## src/rtl/sccb_cam_config.sv

```systemverilog
`default_nettype none
//============================================================================
// Module   : sccb_cam_config
// Purpose  : Camera register configuration sequencer. After START it waits
//            a power-up delay, then walks a synchronous register ROM of
//            {reg_addr, value} words. Each entry becomes one SCCB 3-phase
//            write (device address, register address, value). The run ends
//            on a 16'hFFFF entry or after NUM_REGS entries.
// Ports    : CLK      - single clock, rising edge
//            RST_N    - synchronous active-low reset
//            START    - single-cycle run request (honoured in IDLE/FIN)
//            ROM_ADDR - table index to the external synchronous ROM
//            ROM_DATA - {reg_addr, value}, valid one cycle after ROM_ADDR
//            SCL/SDA  - registered SCCB clock/data, idle high
//            BUSY     - configuration run in progress
//            DONE     - run complete, held until next START
// Revision : 1.0 - initial release
//============================================================================
module sccb_cam_config #(
    parameter int         CLK_DIV  = 250,     // CLK cycles per quarter-bit, >= 2
    parameter logic [7:0] DEV_ADDR = 8'h42,
    parameter int         NUM_REGS = 256,     // >= 2
    parameter int         PWR_WAIT = 100000,  // >= 1
    parameter int         GAP_Q    = 8        // >= 1
) (
    input  logic                        CLK,
    input  logic                        RST_N,
    input  logic                        START,
    output logic [$clog2(NUM_REGS)-1:0] ROM_ADDR,
    input  logic [15:0]                 ROM_DATA,
    output logic                        SCL,
    output logic                        SDA,
    output logic                        BUSY,
    output logic                        DONE
);

    localparam int c_addrW = $clog2(NUM_REGS);
    localparam int c_divW  = $clog2(CLK_DIV);
    localparam int c_pwrW  = $clog2(PWR_WAIT + 1);
    localparam int c_cntW  = (c_divW > c_pwrW) ? c_divW : c_pwrW;
    localparam int c_qW    = (GAP_Q > 4) ? $clog2(GAP_Q) : 2;

    typedef enum logic [2:0] {
        S_IDLE   = 3'd0,
        S_PWR    = 3'd1,
        S_FETCH  = 3'd2,
        S_STARTC = 3'd3,
        S_BITS   = 3'd4,
        S_STOPC  = 3'd5,
        S_GAP    = 3'd6,
        S_FIN    = 3'd7
    } state_t;

    state_t              r_state;
    state_t              w_stateNext;
    logic [c_cntW-1:0]   r_cnt;       // PWR/FETCH cycle count, or quarter divider
    logic [c_qW-1:0]     r_quarter;   // quarter index within the current phase
    logic [4:0]          r_bitCnt;    // bit index 0..26 while in BITS
    logic [26:0]         r_shift;
    logic [c_addrW-1:0]  r_romAddr;
    logic                r_scl;
    logic                r_sda;
    logic                w_sclNext;
    logic                w_sdaNext;
    logic                w_tick;
    logic                w_q3;
    logic                w_gapLast;
    logic                w_lastEntry;
    logic                w_quarterState;

    assign w_tick         = (r_cnt == c_cntW'(CLK_DIV - 1));
    assign w_q3           = (r_quarter == c_qW'(3));
    assign w_gapLast      = (r_quarter == c_qW'(GAP_Q - 1));
    assign w_lastEntry    = (r_romAddr == c_addrW'(NUM_REGS - 1));
    assign w_quarterState = (r_state == S_STARTC) || (r_state == S_BITS) ||
                            (r_state == S_STOPC)  || (r_state == S_GAP);

    // Next state and next bus levels. Bus levels are decoded from the
    // current state/quarter and registered, so the pins trail the state
    // register by one cycle uniformly and never glitch.
    always_comb begin
        w_stateNext = r_state;
        w_sclNext   = 1'b1;
        w_sdaNext   = 1'b1;
        case (r_state)
            S_IDLE, S_FIN: begin
                if (START) w_stateNext = S_PWR;
            end
            S_PWR: begin
                if (r_cnt == c_cntW'(PWR_WAIT - 1)) w_stateNext = S_FETCH;
            end
            S_FETCH: begin
                // Second FETCH cycle: ROM output now reflects ROM_ADDR.
                if (r_cnt == c_cntW'(1))
                    w_stateNext = (ROM_DATA == 16'hFFFF) ? S_FIN : S_STARTC;
            end
            S_STARTC: begin
                // (1,1),(1,0),(0,0),(0,0): SDA falls while SCL high.
                w_sclNext = ~r_quarter[1];
                w_sdaNext = (r_quarter == '0);
                if (w_tick && w_q3) w_stateNext = S_BITS;
            end
            S_BITS: begin
                w_sclNext = r_quarter[1];
                w_sdaNext = r_shift[26];
                if (w_tick && w_q3 && (r_bitCnt == 5'd26)) w_stateNext = S_STOPC;
            end
            S_STOPC: begin
                // (0,0),(1,0),(1,1),(1,1): SDA rises while SCL high.
                w_sclNext = (r_quarter != '0);
                w_sdaNext = r_quarter[1];
                if (w_tick && w_q3) w_stateNext = S_GAP;
            end
            S_GAP: begin
                if (w_tick && w_gapLast) w_stateNext = w_lastEntry ? S_FIN : S_FETCH;
            end
            default: w_stateNext = S_IDLE;
        endcase
    end

    always_ff @(posedge CLK) begin
        if (!RST_N) r_state <= S_IDLE;
        else        r_state <= w_stateNext;
    end

    always_ff @(posedge CLK) begin
        if (!RST_N) begin
            r_cnt     <= '0;
            r_quarter <= '0;
            r_bitCnt  <= '0;
            r_shift   <= '0;
            r_romAddr <= '0;
            r_scl     <= 1'b1;
            r_sda     <= 1'b1;
        end else begin
            r_scl <= w_sclNext;
            r_sda <= w_sdaNext;

            // All counters restart on every state entry.
            if (w_stateNext != r_state) begin
                r_cnt     <= '0;
                r_quarter <= '0;
                r_bitCnt  <= '0;
            end else if (w_quarterState) begin
                if (w_tick) begin
                    r_cnt <= '0;
                    if ((r_state == S_BITS) && w_q3) begin
                        r_quarter <= '0;
                        r_bitCnt  <= r_bitCnt + 5'd1;
                        r_shift   <= {r_shift[25:0], 1'b1};
                    end else begin
                        r_quarter <= r_quarter + c_qW'(1);
                    end
                end else begin
                    r_cnt <= r_cnt + c_cntW'(1);
                end
            end else if ((r_state == S_PWR) || (r_state == S_FETCH)) begin
                r_cnt <= r_cnt + c_cntW'(1);
            end

            if (((r_state == S_IDLE) || (r_state == S_FIN)) && START)
                r_romAddr <= '0;

            // Each phase ends with its don't-care bit driven high.
            if ((r_state == S_FETCH) && (w_stateNext == S_STARTC))
                r_shift <= {DEV_ADDR, 1'b1, ROM_DATA[15:8], 1'b1, ROM_DATA[7:0], 1'b1};

            // Incrementing past the last index wraps to 0 and ends the run.
            if ((r_state == S_GAP) && (w_stateNext != S_GAP))
                r_romAddr <= w_lastEntry ? '0 : r_romAddr + c_addrW'(1);
        end
    end

    assign ROM_ADDR = r_romAddr;
    assign SCL      = r_scl;
    assign SDA      = r_sda;
    assign BUSY     = (r_state != S_IDLE) && (r_state != S_FIN);
    assign DONE     = (r_state == S_FIN);

endmodule
`default_nettype wire

```

## config.mk

```make
export PLATFORM = sky130hd
export DESIGN_NAME = sccb_cam_config
export DESIGN_NICKNAME = d
export VERILOG_FILES = /design/src/rtl/sccb_cam_config.sv
export SDC_FILE = /design/constraint.sdc
export NUM_CORES = 1
export LEC_CHECK = 0
export BUFFER_PORTS_ARGS = -buffer_cell sky130_fd_sc_hd__buf_2
export CORE_UTILIZATION = 55
export DETAILED_ROUTE_END_ITERATION = 6
export PLACE_DENSITY = 0.78
export SLEW_MARGIN = 10
export SYNTH_ARGS = -nofsm -noshare
export SYNTH_HDL_FRONTEND = slang
export SYNTH_SLANG_ARGS = --single-unit
```

## constraint.sdc

```tcl
create_clock -name CLK -period 5.1 [get_ports CLK]
set_clock_uncertainty 0.2 [all_clocks]
set_input_delay 0.765 -clock CLK [delete_from_list [all_inputs] [get_ports CLK]]
set_output_delay 0.765 -clock CLK [all_outputs]
set_load 0.01 [all_outputs]
```

After elaboration in Yosys (flattened, before gate mapping)
Index checks and enable logic that the tools add are counted.

Register bits after elaboration: 65. Latch bits: 0. Memory bits (writable): 0. Bits in read-only memories: 0. Output and inout bits: 12. Logic and storage cells: 89. Memories kept: 0.

$add $sub $neg: 4. Multiply operators: 0. Divide/modulo/power cells: 0. $lt $le $gt $ge: 0. Equal/unequal tests: 20. Shift-type cells: 0. Mux-type cells: 24. Bitwise logic cells: 3. Reductions and logical operators: 29.

Operator list (count): 26-bit two-way mux (5); 17-bit two-way mux (3); 3-bit two-way mux (10); 8-bit two-way mux (3); 3-bit case mux with 7 select lines (1); 17-bit by 1-bit adder with 17-bit output (second input constant) (1); 17-bit by 1-bit == test with 1-bit output (second input constant) (1); 17-bit == test (second input constant) (1); 17-bit by 8-bit == test with 1-bit output (second input constant) (1); 16-bit == test (second input constant) (1); 3-bit == test (second input constant) (5); 3-bit by 2-bit == test with 1-bit output (second input constant) (4); 2-bit nonzero test (5); 8-bit by 1-bit adder with 8-bit output (second input constant) (1); 8-bit == test (second input constant) (1); 1-bit logical AND (8); 4-bit AND reduction (2); 3-bit logical NOT (2); 3-bit != test (second input constant) (2); 1-bit case mux with 3 select lines (2); 3-bit nonzero test (2); 2-bit OR reduction (3); 5-bit by 1-bit adder with 5-bit output (second input constant) (1); 5-bit == test (second input constant) (1); other kinds (8) (14).

Longest topological paths before layout
Gate-level depths: netlist of the first run.

Depth after elaboration: 9. Mapped depth: 11. Depth with buffers taken out: 9.

Worst setup path before layout of the first run
No wires, ideal clock.

Path kind: register to register. Start: register r_cnt[11]. End: register r_romAddr[2], in the netlist ROM_ADDR[2]. Library setup time: 0.120 ns. Data arrival time: 2.822 ns. Slack: 1.958 ns. Stages on the path, launching flop included: 10. Path buffers: 2. Cells stage by stage: dfxtp_1 or4_4 or4_1 buf_2 or4_4 nand4_2 o21bai_2 and3_1 buf_2 a211o_1.

Word-level cells in the longest chain between the ends: 8. Elaborated cells between the ends (all ways): 17.

RTL lines: start: declaration (RTL line 56) `logic [c_cntW-1:0] r_cnt;`; start signal: assignment (RTL line 155) `r_cnt <= r_cnt + c_cntW'(1);`; start signal: assignment (RTL line 158) `r_cnt <= r_cnt + c_cntW'(1);`; 17-bit by 8-bit == test with 1-bit output (RTL line 71) `assign w_tick = (r_cnt == c_cntW'(CLK_DIV - 1));`; 1-bit logical AND (RTL line 101, 106, 112); 1-bit logical AND (RTL line 106) `if (w_tick && w_q3 && (r_bitCnt == 5'd26)) w_stateNext = S_STOPC;`; 3-bit two-way mux (RTL line 106); 3-bit case mux with 7 select lines (*) (RTL line 85) `case (r_state)`; 3-bit != test (*) (RTL line 169) `if ((r_state == S_GAP) && (w_stateNext != S_GAP))`; 1-bit logical AND (*) (RTL line 169); 8-bit two-way mux or 2-bit nonzero test (tied branches); end signal: assignment (RTL line 170) `r_romAddr <= w_lastEntry ? '0 : r_romAddr + c_addrW'(1);`; end: declaration (RTL line 60) `logic [c_addrW-1:0] r_romAddr;`.

Every way passes the cells marked *; elsewhere a longest branch is shown, timed or not. A chain may end at the register's enable or synchronous reset.

Final worst setup path of the first run
Start: register r_cnt[11]. End: register r_shift[4].

Word-level cells in the longest chain between the ends: 9. Elaborated cells between the ends (all ways): 22.

RTL lines: 17-bit by 8-bit == test with 1-bit output (RTL line 71); 1-bit logical AND (RTL line 101, 106, 112); 1-bit logical AND (RTL line 106); 3-bit two-way mux (RTL line 106); 3-bit case mux with 7 select lines (RTL line 85); 3-bit by 2-bit == test with 1-bit output (RTL line 165) `if ((r_state == S_FETCH) && (w_stateNext == S_STARTC))`; 1-bit logical AND (RTL line 165); 2-bit by 1-bit != test with 1-bit output (no line) or 2-bit nonzero test (tied branches); 4-bit AND reduction (no line); end signal: assignment (RTL line 150) `r_shift <= {r_shift[25:0], 1'b1};`; end signal: assignment (RTL line 166) `r_shift <= {DEV_ADDR, 1'b1, ROM_DATA[15:8], 1'b1, ROM_DATA[7:0], 1'b1};`; end: declaration (RTL line 59) `logic [26:0] r_shift;`.

Parallel ways exist; a longest one is shown, timed or not.

==> results_dict.tcl, run 1 <==
set metrics [dict create \
    nFillCells 539 \
    cts_buffers 9 \
    reg2regPathDepth 7 \
    fmax_ghz 0.2445 \
    netlist.top_cell.by_area "dfxtp_1" \
    core_area_um2 5921 \
    worstPathArrival_ns 4.17 \
    setup-tns-final_ns 0 \
    busiest_layer "met2" \
    yosysWarnings 0 \
    multi_input_area_um2 1893 \
    placedCellCount 507 \
    grt_usage_pct 24.39 \
    required_ns 5.18 \
    initial_core_util_pct 56.80 \
    min_period_ns 4.091 \
    crit_chain "or4_4 > nor4_1 > nand3_1 > nor2_4 > o31a_1 > nand4_1 > nand3_1" \
    io_buffers 30 \
    min_period_over_period_pct 80.21 \
    cts_setup_buffers 0 \
    synth_nets 460 \
    synth_edf_count 0 \
    postCtsResizedCells 0 \
    cp_max_fo 26 \
    hold_path_end "r_shift[26]" \
    power_density_nw_per_um2 271.1 \
    pin_count 31 \
    remaining_drc_errors 0 \
    ys.flop_type "dfxtp_1" \
    clockRootBuffer "clkbuf_8" \
    overflow 0 \
    hp-class "reg -> reg" \
    wl_mm 7.434 \
    netlist_instances 434 \
    cts.sinks 65 \
    path_buf_inv 0 \
    worst_path_max_delay_cell "nor4_1" \
    cts_tree "yes" \
    maxSlewViolCount 0 \
    fin_area_um2 3681 \
    yosys-top-cells-count "dfxtp_1, nand2_1, nand4_1, nor2_1, nand3_1" \
    post_drt_via_cell_ratio 6.168 \
    max-vdd-ir-drop_mv 0.1875 \
    avgSynthCellArea_um2 7.749 \
    hold_slack_ns 0.2516 \
    worstSetupPathType "reg -> reg" \
    synthesis.area_um2 3363 \
    min_from "r_shift[26]" \
    worstSetupStartpointType "flip-flop" \
    r2r-start "r_cnt[11]" \
    grt_max_degree 41 \
    die_w_um 80.20 \
    drive_gt1_share_pct 13.39 \
    synth_seq_cells 65 \
    antenna_cells 0 \
    first_pass_iters 5 \
    rsz0062_at_grt "no" \
    min_path_cells 2 \
    reg2reg_slack_ns 1.01 \
    grt_pass1_vias 2683 \
    postCtsHoldBufs 0 \
    synthToLayoutAreaGrowth_pct 9.449 \
    tightest_slew_ns 1.135 \
    grt_antenna_before_repair 0 \
    synth_most_common_cell "dfxtp_1" \
    clk_pin_slew_ns 0.08 \
    vias 3226 \
    final-setup-viol-count 0 \
    dp_hpwl_mm 4.970 \
    maxCapViolCount 0 \
    die_h_um 80.20 \
    globalplace.congestion 0.8711 \
    ys_seq_area_share_pct 38.69 \
    clock_path_buffers 2 \
    leakage_nw 1.377 \
    worstSetupEndpointType "flip-flop" \
    grt_use_met3_pct 6.591 \
    placed_area_um2 3476 \
    fin_util_pct 62.17 \
    status "completed" \
    synth.area.top_cells "dfxtp_1, nand4_1, nand2_1, nand3_1, nor2_1" \
    hold_violations 0 \
    synth.distinct_cells 49 \
    clk_latency_ns 0.34 \
    fin_cells 523 \
    cpMostUsedCell "nand3_1" \
    yosysTopAreaCellShare_pct 38.69 \
    ctsHtreeMaxLevel 3 \
    relSlewSlack_pct 23.62 \
    r2r_end "r_shift[4]" \
    ant_nets 0 \
    grt_pass1_wl_mm 12.28 \
    die-area_um2 6432 \
    met2_usage_pct 37.61 \
    path_delay_family "simple AND/OR/NAND/NOR gates" \
    regArea_um2 1301 \
    async_reset_ff_share_pct 0 \
    cpPeakStageDelay_ns 0.96 \
    wire_per_inst_um 14.21 \
    grt_use_met1_pct 32.61 \
    nets 469 \
    drt_iter0_markers 227 \
    row_count 28 \
]
-- worst max-delay path by stage --
stage          cells after the start          end  slack [ns]  startpoint
6_report                           7   r_shift[4]        1.01   r_cnt[11]
3_3_place_gp                       7  r_shift[21]        1.20   r_cnt[11]
5_1_grt                            7   r_shift[4]        0.75   r_cnt[11]
2_1_floorplan                      9  ROM_ADDR[2]        1.96   r_cnt[11]
4_1_cts                            7   r_shift[9]        1.02   r_cnt[11]
3_5_place_dp                       7   r_shift[9]        1.08   r_cnt[11]
-- cell type report --
| type | count | share of cell area [%] |
|---|---|---|
| Multi-Input combinational cell | 328 | 51.43 |
| Sequential cell | 65 | 35.35 |
| Timing Repair Buffer | 31 | 4.283 |
| Clock buffer | 10 | 3.739 |
| Tap cell | 75 | 2.549 |
| Clock inverter | 6 | 1.835 |
| Inverter | 8 | 0.8158 |
-- per-stage QoR --
step	setup WS [ns]	total power, mW
floorplan	1.958	0.5480
finish	1.009	0.9980
CTS	1.025	1.008
global placement	1.195	0.5619
global route	0.7458	1.033
detailed placement	1.077	0.5620
-- cells by family (layout without fill, tap and decap cells) --
kind of cell,count (synthesis),after routing,share of synthesized area [%]
simple gates,248,248,38.21
flops,65,65,38.69
xor+xnor,18,18,4.687
fa+ha+maj,7,7,2.604
buf+inv,41,55,5.022
compound gates,54,54,10.49
mux,1,1,0.2976
-- flip-flops by register name, summed over array words and instances, names as in the netlist --
register / flops
r_shift: 27
r_cnt: 17
SDA: 1
ROM_ADDR: 8
r_quarter: 3
SCL: 1
r_state: 3
r_bitCnt: 5
-- worst min-delay path: stages, from the launching register on --
cell	delay [ns]
dfxtp_1	0.31
nand2_1	0.05
a21oi_1	0.05
-- report_power, final --
part           internal (mW)  switching, mW
combinational         0.0118         0.0275
sequential             0.508        0.00349
clock                  0.240          0.207
total                  0.760          0.238
-- routing by layer --
| layer | vias to the layer above | wire, um |
|---|---|---|
| li1 | 1592 | - |
| met4 | 0 | 91 |
| met5 | - | 0 |
| met2 | 91 | 3488 |
| met1 | 1534 | 3472 |
| met3 | 9 | 382 |
-- placed cells by master, fill, tap and decap left out, types with 3 or more instances in the layout --
cell type | Yosys | layout
nor2_1 | 41 | 41
a21oi_1 | 26 | 26
nand4_1 | 52 | 52
ha_1 | 7 | 7
and2_1 | 5 | 5
or3_1 | 5 | 5
nor4_1 | 5 | 5
dfxtp_1 | 65 | 65
or4_1 | 3 | 3
buf_2 | 6 | 30
nor2b_1 | 3 | 3
inv_1 | 8 | 8
xnor2_1 | 4 | 4
xor2_1 | 14 | 14
or2_2 | 4 | 4
nand3_1 | 35 | 35
o21ai_0 | 6 | 6
and3_1 | 8 | 8
o31ai_1 | 3 | 3
clkbuf_8 | 0 | 10
nand2_1 | 54 | 54
nor3_1 | 22 | 22
Note: power is estimated with default switching activity, not from simulation.
==> inputs of run 2 (changes only) <==
--- a/config.mk
+++ b/config.mk
@@ -6,7 +6,7 @@
 export NUM_CORES = 1
 export LEC_CHECK = 0
 export BUFFER_PORTS_ARGS = -buffer_cell sky130_fd_sc_hd__buf_2
-export CORE_UTILIZATION = 55
+export CORE_UTILIZATION = 53
 export DETAILED_ROUTE_END_ITERATION = 6
 export PLACE_DENSITY = 0.78
 export SLEW_MARGIN = 10
==> constraint.sdc (replaced) <==
create_clock -name CLK -period 3.6 [get_ports CLK]
set_clock_uncertainty 0.2 [all_clocks]
set_input_delay 0.54 -clock CLK [delete_from_list [all_inputs] [get_ports CLK]]
set_output_delay 0.54 -clock CLK [all_outputs]
set_load 0.01 [all_outputs]
==> run 2 against run 1 <==
Net effect:
- die area grew 3.7%
- routed wire length grew 2.6%
- largest power group unchanged
- global-route usage shrank 0.15 points
- via count is essentially flat
- critical path depth grew 1
==> results_dict.tcl, run 2 (same netlist as run 1, synthesis figures left out) <==
set metrics [dict create \
    postCtsResizedCells 0 \
    hold_violations 0 \
    wl_mm 7.628 \
    setup_slack_ns 0.1581 \
    worstPathArrival_ns 3.50 \
    cell_internal_pwr_mw 1.078 \
    maxCapViolCount 0 \
    clockRootBuffer "clkbuf_8" \
    wl_met2_mm 3.588 \
    cts_tree "yes" \
    p_sw_mw 0.3403 \
    cp_max_fo 17 \
    top_layer_used "met4" \
    die_w_um 81.66 \
    ant_nets 0 \
    setup-tns-final_ns 0 \
    clk_latency_ns 0.35 \
    p_seq_share_pct 51.1 \
    pin_count 31 \
    clk_pin_slew_ns 0.07 \
    p_comb_share_pct 4.1 \
    largest_register "r_shift" \
    cts.sinks 65 \
    die_h_um 81.66 \
    maxSlewViolCount 0 \
    tightest_slew_ns 0.6934 \
    status "completed" \
    regArea_um2 1301 \
    power_density_nw_per_um2 381.4 \
    final_cell_mix "dfxtp_1, nand2_1, nand4_1, nor2_1, nand3_1" \
    final_common_cell "dfxtp_1" \
    remaining_drc_errors 0 \
    required_ns 3.66 \
    first_pass_iters 4 \
    dp_hpwl_mm 5.266 \
    leakage_nw 1.404 \
    min_period_ns 3.442 \
    cts_setup_buffers 0 \
    wl_met3_um 388 \
    drive_gt1_share_pct 14.35 \
    wire_per_inst_um 14.45 \
    ctsHtreeMaxLevel 3 \
    grt_usage_pct 24.24 \
    grt_pass1_wl_mm 12.42 \
    antenna_cells 0 \
    postCtsHoldBufs 0 \
    cts_buffers 9 \
    min_period_over_period_pct 95.61 \
    dpl_worst_slack_ns 0.1802 \
    row_count 28 \
    fmax_ghz 0.2905 \
    globalplace.congestion 0.8373 \
    grt_max_degree 41 \
    clock_path_buffers 2 \
    worstSetupPathType "reg -> reg" \
    relSlewSlack_pct 53.50 \
    synthToLayoutAreaGrowth_pct 10.57 \
    overflow 0 \
    worstSetupEndpointType "flip-flop" \
    p_sw_share_pct 23.99 \
    final-setup-viol-count 0 \
    post_drt_via_cell_ratio 6.112 \
    die-area_um2 6668 \
    hp-class "in -> reg" \
    vias 3227 \
    rsz0062_at_grt "no" \
    wl_met1_mm 3.565 \
    nFillCells 537 \
    drt_iter0_markers 245 \
    grt_pass1_vias 2758 \
    grt_antenna_before_repair 0 \
    nets 474 \
    max-vdd-ir-drop_mv 0.2409 \
    multi_input_area_um2 1893 \
    core_area_um2 6026 \
    worstSetupStartpointType "flip-flop" \
    pwr-share-clk_pct 44.8 \
    initial_core_util_pct 55.81 \
    io_buffers 30 \
    largest_register_ffs 27 \
]
-- run 2: changes by cell type in the layout (fill, tap and decap cells not counted) --
cell | before | now
buf_4 | 1 | 6
-- run 2: cell type report --
class,count,area share [%]
multi-input cells,328,50.91
flip-flops and latches,65,34.99
repair buffers,36,5.249
clock buffers,10,3.701
well taps,75,2.524
clock inverters,6,1.817
inverters,8,0.8075
-- run 2: path summary, 6_finish.rpt --
path               start  slack [ns]  cells after the start          end
max            r_cnt[11]        0.16                      8     r_cnt[6]
min          ROM_DATA[5]        0.22                      3   r_shift[6]
max reg2reg    r_cnt[11]        0.16                      8     r_cnt[6]
min reg2reg  r_shift[26]        0.25                      2  r_shift[26]
-- run 2: metal layers --
metal / GRT usage [%] / vias up
met1: 31.10 / 1528
met2: 39.75 / 85
met4: 7.368 / 0
li1: - / 1606
met3: 6.333 / 8
met5: 0 / -
-- run 2: per-stage QoR --
stage               std cells  power, mW  instance area (um2)  utilization [%]  hold slack (ns)
global placement          512     0.7975                 3513            58.31           0.2380
finish                    528      1.418                 3719            61.71           0.2189
CTS                       528      1.429                 3719            61.71           0.2071
detailed placement        512     0.7983                 3513            58.31           0.2451
global route              528      1.464                 3719            61.71           0.2169
floorplan                 434     0.7764                 3363                -           0.2312
-- run 2: critical path, stage by stage, from the launching register on --
cell	delay, ns
dfxtp_1	0.35
or4_4	0.55
or4_1	0.64
or4_4	0.58
nand4_2	0.18
or3_1	0.15
nand4_2	0.25
buf_4	0.29
nor3_1	0.17
-- run 2: power groups by stage --
stage	sequential (mW)	combinational [mW]	clock (mW)
floorplan	0.738	0.0384	0
global placement	0.742	0.0559	0
detailed placement	0.742	0.0564	0
CTS	0.725	0.0569	0.647
global route	0.725	0.0627	0.676
finish	0.725	0.0581	0.635
==> inputs of run 3 (changes only) <==
--- a/config.mk
+++ b/config.mk
@@ -9,6 +9,7 @@
 export CORE_UTILIZATION = 53
 export DETAILED_ROUTE_END_ITERATION = 6
 export PLACE_DENSITY = 0.78
+export RECOVER_POWER = 50
 export SLEW_MARGIN = 10
 export SYNTH_ARGS = -nofsm -noshare
 export SYNTH_HDL_FRONTEND = slang
==> run 3 against run 2 <==
Net effect:
- count of clock-buffer cells in the layout unchanged
- final cell count unchanged
- sequential share of layout area increased by 0.30 points
- maximum frequency increased by 0.44%
- clock power about the same
- non-clock buffer count unchanged
- hold slack about the same
- combinational power decreased by 1%
- critical path depth unchanged
- die area unchanged
- power about the same
- critical endpoint unchanged
==> results_dict.tcl, run 3 (same netlist as run 1, synthesis figures left out) <==
set metrics [dict create \
    status "completed" \
    antenna_cells 0 \
    postCtsHoldBufs 0 \
    grt_usage_pct 24.24 \
    core_area_um2 6026 \
    min_period_over_period_pct 95.19 \
    clk_pin_slew_ns 0.08 \
    placed_area_um2 3513 \
    postCtsResizedCells 0 \
    path_delay_family "simple AND/OR/NAND/NOR gates" \
    cts_buffers 9 \
    final_cell_mix "dfxtp_1, nand2_1, nand4_1, nor2_1, nand3_1" \
    ctsHtreeMaxLevel 3 \
    tightest_slew_ns 0.6821 \
    relSlewSlack_pct 54.25 \
    post_drt_via_cell_ratio 6.140 \
    max-vdd-ir-drop_mv 0.2410 \
    worstSetupEndpointType "flip-flop" \
    r2r-start "r_cnt[11]" \
    r2r_end "r_cnt[6]" \
    worstSetupPathType "reg -> reg" \
    crit_chain "or4_4 > or4_1 > or4_4 > nand4_2 > or3_1 > nand4_2 > buf_4 > nor3_1" \
    cts_setup_buffers 0 \
    grt_pass1_wl_mm 12.42 \
    worstPathArrival_ns 3.48 \
    globalplace.congestion 0.8373 \
    grt_max_degree 41 \
    cpPeakStageDelay_ns 0.64 \
    pin_count 31 \
    wl_mm 7.619 \
    maxCapViolCount 0 \
    remaining_drc_errors 0 \
    ant_nets 0 \
    largest_register_ffs 27 \
    cts.sinks 65 \
    wire_per_inst_um 14.43 \
    row_count 28 \
    path_buf_inv 1 \
    reg2regPathDepth 8 \
    power_density_nw_per_um2 384.6 \
    clockRootBuffer "clkbuf_8" \
    leakage_nw 1.356 \
    hold_violations 0 \
    maxSlewViolCount 0 \
    overflow 0 \
    reg2reg_slack_ns 0.17 \
    hp-class "in -> reg" \
    clock_path_buffers 2 \
    vias 3242 \
    synthToLayoutAreaGrowth_pct 9.636 \
    required_ns 3.66 \
    nets 474 \
    cts_tree "yes" \
    worst_path_max_delay_cell "or4_1" \
    dp_hpwl_mm 5.266 \
    final-setup-viol-count 0 \
    fin_area_um2 3687 \
    grt_antenna_before_repair 0 \
    setup-tns-final_ns 0 \
    clk_latency_ns 0.35 \
    drt_iter0_markers 256 \
    first_pass_iters 5 \
    fmax_ghz 0.2918 \
    cp_max_fo 17 \
    min_path_cells 3 \
    worstSetupStartpointType "flip-flop" \
    largest_register "r_shift" \
    io_buffers 30 \
    die-area_um2 6668 \
    die_w_um 81.66 \
    min_from "ROM_DATA[4]" \
    final_common_cell "dfxtp_1" \
    drive_gt1_share_pct 11.26 \
    hold_path_end "r_shift[5]" \
    die_h_um 81.66 \
    rsz0062_at_grt "no" \
    min_period_ns 3.427 \
    fin_util_pct 61.19 \
    initial_core_util_pct 55.81 \
    grt_pass1_vias 2758 \
]
## run 3: worst min-delay path, cell delays in order
cell	delay, ns
buf_2	0.09
nand2_1	0.04
nand3_1	0.07
## run 3: cell type report
class                   instances  area [um2]
fillers                       552        2338
clock buffers                  10       137.6
multi-input cells             328        1882
well taps                      75       93.84
flip-flops and latches         65        1301
clock inverters                 6       67.56
repair buffers                 36       175.2
inverters                       8       30.03
## run 3: per-layer routing
metal  wire, um  part of all wire (%)  global-route usage [%]
met1       3583                    47                   31.10
met2       3552                    47                   39.75
met3        401                   5.3                   6.333
met4         82                   1.1                   7.368
met5          0                     0                       0
## run 3: how the worst max path moves through the flow
stage | from | endpoint | slack (ns) | depth (start not counted)
after floorplan | r_cnt[11] | ROM_ADDR[2] | 0.46 | 9
after global placement | r_cnt[11] | r_cnt[5] | 0.28 | 8
after detailed placement | r_cnt[11] | r_cnt[4] | 0.18 | 8
final | r_cnt[11] | r_cnt[6] | 0.17 | 8
after global routing | r_cnt[11] | r_cnt[4] | 0.03 | 8
after CTS | r_cnt[11] | r_cnt[6] | 0.16 | 8
## run 3: power by group
part	internal, mW	switching, mW	total [mW]
registers	0.720	0.00509	0.725
clock network	0.339	0.296	0.635
logic	0.0183	0.0391	0.0573
## run 3: metrics by stage
stage	cells	hold slack, ns	worst slack, ns	power (mW)
floorplan	434	0.2312	0.4580	0.7764
global placement	512	0.2380	0.2811	0.7975
detailed placement	512	0.2451	0.1802	0.7983
CTS	528	0.2071	0.1614	1.429
global route	528	0.2169	0.02512	1.464
finish	528	0.2192	0.1731	1.418
